$ cat config.mk
export PLATFORM = sky130hd
export DESIGN_NAME = bit_unstuffer_deser_flat
export DESIGN_NICKNAME = d
export VERILOG_FILES = /design/src/rtl/bit_unstuffer_deser_if.sv /design/src/rtl/bit_unstuffer_deser.sv /design/src/flat_wrapper.sv
export SDC_FILE = /design/constraint.sdc
export NUM_CORES = 1
export LEC_CHECK = 0
export CORE_UTILIZATION = 45
export CTS_BUF_LIST = sky130_fd_sc_hd__clkbuf_16
export DETAILED_ROUTE_END_ITERATION = 10
export PLACE_DENSITY = 0.65
export SETUP_SLACK_MARGIN = 0.5
export SLEW_MARGIN = 15
export SYNTH_ARGS = -nofsm -noshare
export SYNTH_HDL_FRONTEND = slang
export SYNTH_SLANG_ARGS = --single-unit
$ cat constraint.sdc
create_clock -name clock -period 8.18 [get_ports clock]
set_input_delay 1.227 -clock clock [delete_from_list [all_inputs] [get_ports clock]]
set_output_delay 1.227 -clock clock [all_outputs]
set_load 0.02 [all_outputs]
$ cat src/rtl/bit_unstuffer_deser_if.sv
// Receive-side bus between the NRZI decoder, the bit unstuffer/deserialiser and the PID parser.
// The master drives the serial bit stream and the slave returns assembled words and status.
interface bit_unstuffer_deser_if #(
  parameter int unsigned OUT_W = 8,
  parameter int unsigned CNT_W = 16
);
  localparam int unsigned NB_W = $clog2(OUT_W + 1);

  logic             in_valid;
  logic             in_bit;
  logic             out_valid;
  logic [OUT_W-1:0] out_data;
  logic [NB_W-1:0]  out_nbits;
  logic             out_eop;
  logic             stuff_err;
  logic [CNT_W-1:0] bit_count;
  logic             busy;

  modport master (
    output in_valid, in_bit,
    input  out_valid, out_data, out_nbits, out_eop, stuff_err, bit_count, busy
  );

  modport slave (
    input  in_valid, in_bit,
    output out_valid, out_data, out_nbits, out_eop, stuff_err, bit_count, busy
  );
endinterface

$ cat src/rtl/bit_unstuffer_deser.sv
// Removes stuffed zeros after RUN_LEN ones and packs the destuffed bits LSB-first
// into OUT_W-bit words, with end-of-packet flush of any partial word.
module bit_unstuffer_deser #(
  parameter int unsigned OUT_W     = 8,
  parameter int unsigned RUN_LEN   = 6,
  parameter int unsigned CHECK_ERR = 1,
  parameter int unsigned CNT_W     = 16
) (
  input  logic                  clock,
  input  logic                  reset_n,
  bit_unstuffer_deser_if.slave  bus
);
  localparam int unsigned NB_W  = $clog2(OUT_W + 1);
  localparam int unsigned RUN_W = $clog2(RUN_LEN + 1);

  localparam logic [RUN_W-1:0] RUN_MAX  = RUN_W'(RUN_LEN);
  localparam logic [NB_W-1:0]  FULL     = NB_W'(OUT_W);
  localparam logic [NB_W-1:0]  LAST_POS = NB_W'(OUT_W - 1);

  localparam logic [1:0] IDLE   = 2'd0;
  localparam logic [1:0] ACTIVE = 2'd1;
  localparam logic [1:0] ERROR  = 2'd2;

  logic [1:0]       state_q, state_n;
  logic [RUN_W-1:0] run_q, run_n;
  logic [NB_W-1:0]  fill_q, fill_n;
  logic [OUT_W-1:0] shreg_q, shreg_n;
  logic [CNT_W-1:0] cnt_q, cnt_n;
  logic             ov_q, ov_n;
  logic [OUT_W-1:0] od_q, od_n;
  logic [NB_W-1:0]  on_q, on_n;
  logic             eop_q, eop_n;
  logic             err_q, err_n;
  logic             busy_q;
  logic             do_proc;
  logic [OUT_W-1:0] word_n;

  // State register
  always_ff @(posedge clock) begin
    if (!reset_n) begin
      state_q <= IDLE;
      run_q   <= '0;
      fill_q  <= '0;
      shreg_q <= '0;
      cnt_q   <= '0;
      ov_q    <= 1'b0;
      od_q    <= '0;
      on_q    <= '0;
      eop_q   <= 1'b0;
      err_q   <= 1'b0;
      busy_q  <= 1'b0;
    end else begin
      state_q <= state_n;
      run_q   <= run_n;
      fill_q  <= fill_n;
      shreg_q <= shreg_n;
      cnt_q   <= cnt_n;
      ov_q    <= ov_n;
      od_q    <= od_n;
      on_q    <= on_n;
      eop_q   <= eop_n;
      err_q   <= err_n;
      busy_q  <= (state_n != IDLE);
    end
  end

  // Next-state, bit processing and output decode
  always_comb begin
    state_n = state_q;
    run_n   = run_q;
    fill_n  = fill_q;
    shreg_n = shreg_q;
    cnt_n   = cnt_q;
    ov_n    = 1'b0;
    od_n    = '0;
    on_n    = '0;
    eop_n   = 1'b0;
    err_n   = 1'b0;
    do_proc = 1'b0;
    word_n  = '0;

    case (state_q)
      IDLE: begin
        if (bus.in_valid) begin
          state_n = ACTIVE;
          run_n   = '0;
          fill_n  = '0;
          shreg_n = '0;
          cnt_n   = '0;
          do_proc = 1'b1;
        end
      end
      ACTIVE: begin
        if (bus.in_valid) begin
          do_proc = 1'b1;
        end else begin
          // Positions above fill are already zero, so the partial word needs no masking.
          eop_n   = 1'b1;
          ov_n    = (fill_q != '0);
          od_n    = (fill_q != '0) ? shreg_q : '0;
          on_n    = fill_q;
          fill_n  = '0;
          shreg_n = '0;
          run_n   = '0;
          state_n = IDLE;
        end
      end
      ERROR: begin
        if (!bus.in_valid) state_n = IDLE;
      end
      default: state_n = IDLE;
    endcase

    if (do_proc) begin
      if (run_n == RUN_MAX && !bus.in_bit) begin
        run_n = '0;
      end else if (run_n == RUN_MAX && CHECK_ERR != 0) begin
        err_n   = 1'b1;
        run_n   = '0;
        fill_n  = '0;
        shreg_n = '0;
        state_n = ERROR;
      end else begin
        if (!bus.in_bit)          run_n = '0;
        else if (run_n == RUN_MAX) run_n = RUN_W'(1);
        else                       run_n = run_n + RUN_W'(1);

        word_n = shreg_n | (OUT_W'(bus.in_bit) << fill_n);
        if (cnt_n != '1) cnt_n = cnt_n + CNT_W'(1);

        if (fill_n == LAST_POS) begin
          ov_n    = 1'b1;
          od_n    = word_n;
          on_n    = FULL;
          fill_n  = '0;
          shreg_n = '0;
        end else begin
          shreg_n = word_n;
          fill_n  = fill_n + NB_W'(1);
        end
      end
    end
  end

  assign bus.out_valid = ov_q;
  assign bus.out_data  = od_q;
  assign bus.out_nbits = on_q;
  assign bus.out_eop   = eop_q;
  assign bus.stuff_err = err_q;
  assign bus.bit_count = cnt_q;
  assign bus.busy      = busy_q;
endmodule

$ cat src/flat_wrapper.sv
// flat-port wrapper written by rule: the top's interface ports become plain ports
module bit_unstuffer_deser_flat 
#(
  parameter int unsigned OUT_W     = 8,
  parameter int unsigned RUN_LEN   = 6,
  parameter int unsigned CHECK_ERR = 1,
  parameter int unsigned CNT_W     = 16
)
  (clock, reset_n, bus_in_valid, bus_in_bit, bus_out_valid, bus_out_data, bus_out_nbits, bus_out_eop, bus_stuff_err, bus_bit_count, bus_busy);
  bit_unstuffer_deser_if #(.OUT_W(OUT_W), .CNT_W(CNT_W)) bus_i ();
  input  logic clock;
  input  logic reset_n;
  input wire logic [$bits(bus_i.in_valid)-1:0] bus_in_valid;
  input wire logic [$bits(bus_i.in_bit)-1:0] bus_in_bit;
  output wire logic [$bits(bus_i.out_valid)-1:0] bus_out_valid;
  output wire logic [$bits(bus_i.out_data)-1:0] bus_out_data;
  output wire logic [$bits(bus_i.out_nbits)-1:0] bus_out_nbits;
  output wire logic [$bits(bus_i.out_eop)-1:0] bus_out_eop;
  output wire logic [$bits(bus_i.stuff_err)-1:0] bus_stuff_err;
  output wire logic [$bits(bus_i.bit_count)-1:0] bus_bit_count;
  output wire logic [$bits(bus_i.busy)-1:0] bus_busy;
  assign bus_i.in_valid = bus_in_valid;
  assign bus_i.in_bit = bus_in_bit;
  assign bus_out_valid = bus_i.out_valid;
  assign bus_out_data = bus_i.out_data;
  assign bus_out_nbits = bus_i.out_nbits;
  assign bus_out_eop = bus_i.out_eop;
  assign bus_stuff_err = bus_i.stuff_err;
  assign bus_bit_count = bus_i.bit_count;
  assign bus_busy = bus_i.busy;
  bit_unstuffer_deser #(.OUT_W(OUT_W), .RUN_LEN(RUN_LEN), .CHECK_ERR(CHECK_ERR), .CNT_W(CNT_W)) u_core (.clock(clock), .reset_n(reset_n), .bus(bus_i));
endmodule
==> metrics.txt <==
cts repair resizes=0; Area growth syn-to-layout=22.8%; Post-Synth Simple-Gate Area=26.6%; fraction of the mapped netlist area in adder cells=4.73%; Cells after Synth=265; Worst-Margin Slew=0.634 ns; Post-DP Area=2780 sq um; Tmin final=4.15 ns; IO Port Bufs=35; RePlAce Congestion=0.898; CTS Buf Count=5; crit path max fanout=12; max_slew headroom=57.4%; vias in the first global route=1887; fin nets=311; core region area=5110 sq um; VDD IR-drop max=0.0775 mV; DRC=0; Setup Skew=0.00526 ns; number of synthesized flops with an enable pin=0; largest family of logic cells by synthesized area=simple AND/OR/NAND/NOR gates; Final ANT Viol Nets=0; crit path kind=in2reg; leakage=1.05 nW; WL/cell=14.8 microns; ANT cells=0; Highest Signal Layer=met4; die area=5590 sq um; achievable frequency=241 MHz; max-cap viol count=0; most common cell after layout, fill and taps aside=dfxtp_1; RSZ-0062 raised after global routing=false; power per cell area=171 nW/um^2; Yosys Warn Count=0; drt pass-1 iters=4; CTS tree=yes; I/O Pins=36; status=finished clean; total grt overflow=0; WP data required=8.37 ns; H-tree depth=2; largest net degree at the start of global routing=17; Initial Util=46.6%; Syn Area/Cell=8.99 sq um; initial antenna violation count=0; DP HPWL=3.80 mm; first-pass GRT wire length=9.07 mm; mux contribution to synthesized area=2.63%; met3 wire len=241 microns; GRT Total Usage=21.5%; post-synthesis net count=278; Worst path top cell family by delay=compound AO/OA/AOI/OAI gates; Slowest-stage cell, CP=clkdlybuf4s50_1; Netlist cell types=57; Setup Viol. Count Final=0; final wirelength=5.47 mm; routed length on met1=2.54 mm; Critical Path Source Type=input port; setup tns final=0 ns; worst-skew pair later-pin latency=0.29 ns; CTS Sinks=49; Hold Crit Class=reg2reg; Worst path max stage delay=0.65 ns; layout cells sized above 1=10.0%; register area share after synthesis=41.2%; die width=74.7 microns; fin. max-slew vios=0; post-CTS setup buffers=0; Die H=74.7 microns; via count=2072; crit end category=flop; Worst Path Buf+Inv=1; Synth Area in Compound Gates=20.0%; CTS Buffer Depth=2; Post-Synth XOR/XNOR Area=1.84%; crit-path cells=clkdlybuf4s50_1, a2bb2oi_2, o21ai_1, and2_1, ha_1, and3_1, nor2_4, o211ai_2, and4_1, a22o_1; period utilization=50.8%; hold_ws=0.460 ns; CTS clk-pin slew, worst paths=0.07 ns; Synth Register Bits=49; Data arrival, critical path=4.34 ns; Async SR Flop Fraction=0%; Mapped Area=2380 sq um; final instance area=2920 sq um; DRT iter0 DRCs=210; number of hold buffers added after cts=0; ys flop type=dfxtp_1; Root Driver=clkbuf_16; routed wl met2=2.60 mm; highest-count cells in the layout ignoring fill and taps=49 x dfxtp_1, 35 x clkdlybuf4s50_1, 28 x nand2_1, 20 x nor2_1, 15 x a21oi_1; row cnt=26; final hold viol count=0; via-per-instance ratio=5.62
==> logic make-up after synthesis <==
group / Yosys count
compound gates: 62
xor+xnor: 5
fa+ha+maj: 9
buf+inv: 17
flops: 49
mux: 6
simple gates: 117
==> per-layer routing <==
metal / vias up / global-route usage [%]
li1: 1024 / -
met3: 8 / 4.15
met1: 975 / 27.1
met2: 65 / 36.8
met5: - / 0
met4: 0 / 7.13
==> power by group <==
group	internal, W	switching (W)	leakage (nW)
sequential	0.000242	0.00000348	0.396
combinational	0.0000175	0.0000314	0.581
clock	0.000114	0.0000917	0.0738
total	0.000373	0.000127	1.05
==> worst register-to-register path: cells and delay by family (launching register included) <==
family / cells / cell delay, ns
AOI/OAI and AO/OA: 4 / 1.11
and+or+nand+nor: 4 / 1.01
adders and majority gates: 2 / 0.59
DFF: 1 / 0.44
buffers and inverters: 1 / 0.10
==> cell type report <==
class | count | area, sq um
Inverter | 8 | 30.0
Timing Repair Buffer | 35 | 350
Clock inverter | 3 | 22.5
Multi-Input combinational cell | 199 | 1330
Sequential cell | 49 | 981
Clock buffer | 5 | 125
Tap cell | 70 | 87.6
Fill cell | 500 | 2180
==> sequential cells by signal (all words and copies together), names as in the netlist <==
signal / cells
u_core.bus.stuff_err: 1
u_core.state_q: 2
u_core.run_q: 3
u_core.bus.out_nbits: 4
u_core.fill_q: 4
u_core.bus.out_valid: 1
u_core.bus.out_eop: 1
u_core.shreg_q: 8
u_core.bus.bit_count: 16
u_core.bus.out_data: 8
u_core.bus.busy: 1
==> worst paths after layout <==
kind | cells after the start | slack, ns | start | end
worst max-delay path | 10 | 4.03 | bus_in_valid | u_core.shreg_q[0]
worst min-delay path | 1 | 0.46 | u_core.shreg_q[2] | u_core.shreg_q[2]
worst max register to register | 11 | 4.84 | u_core.state_q[0] | u_core.shreg_q[0]
worst min register to register | 1 | 0.46 | u_core.shreg_q[2] | u_core.shreg_q[2]
==> cells in the mapped netlist (all sizes together) (3+ instances only) <==
cell type | number | area (sq um)
a211oi | 3 | 32.5
a21oi | 16 | 83.8
a22oi | 3 | 22.5
a32o | 3 | 30.0
and2 | 13 | 81.3
and3 | 7 | 43.8
clkbuf | 7 | 26.3
dfxtp | 49 | 981
ha | 9 | 113
inv | 8 | 30.0
mux2i | 4 | 40.0
nand2 | 28 | 105
nand2b | 4 | 25.0
nand3 | 13 | 65.1
nand4 | 6 | 50.0
nor2 | 22 | 92.6
nor3 | 4 | 20.0
nor4 | 3 | 25.0
o21a | 6 | 46.3
o21ai | 10 | 53.8
o2bb2ai | 5 | 43.8
or2 | 3 | 18.8
or3 | 6 | 37.5
xnor2 | 5 | 43.8
==> stage by stage <==
stage          power, W  cells  utilization, %  setup slack, ns
2_1_floorplan  0.000286    265               -             4.80
3_3_place_gp   0.000298    361            54.4             3.84
3_5_place_dp   0.000299    361            54.4             3.78
4_1_cts        0.000502    369            57.3             4.07
5_1_grt        0.000518    369            57.3             3.76
6_report       0.000500    369            57.3             4.03
Note: power is estimated with default switching activity, not from simulation.
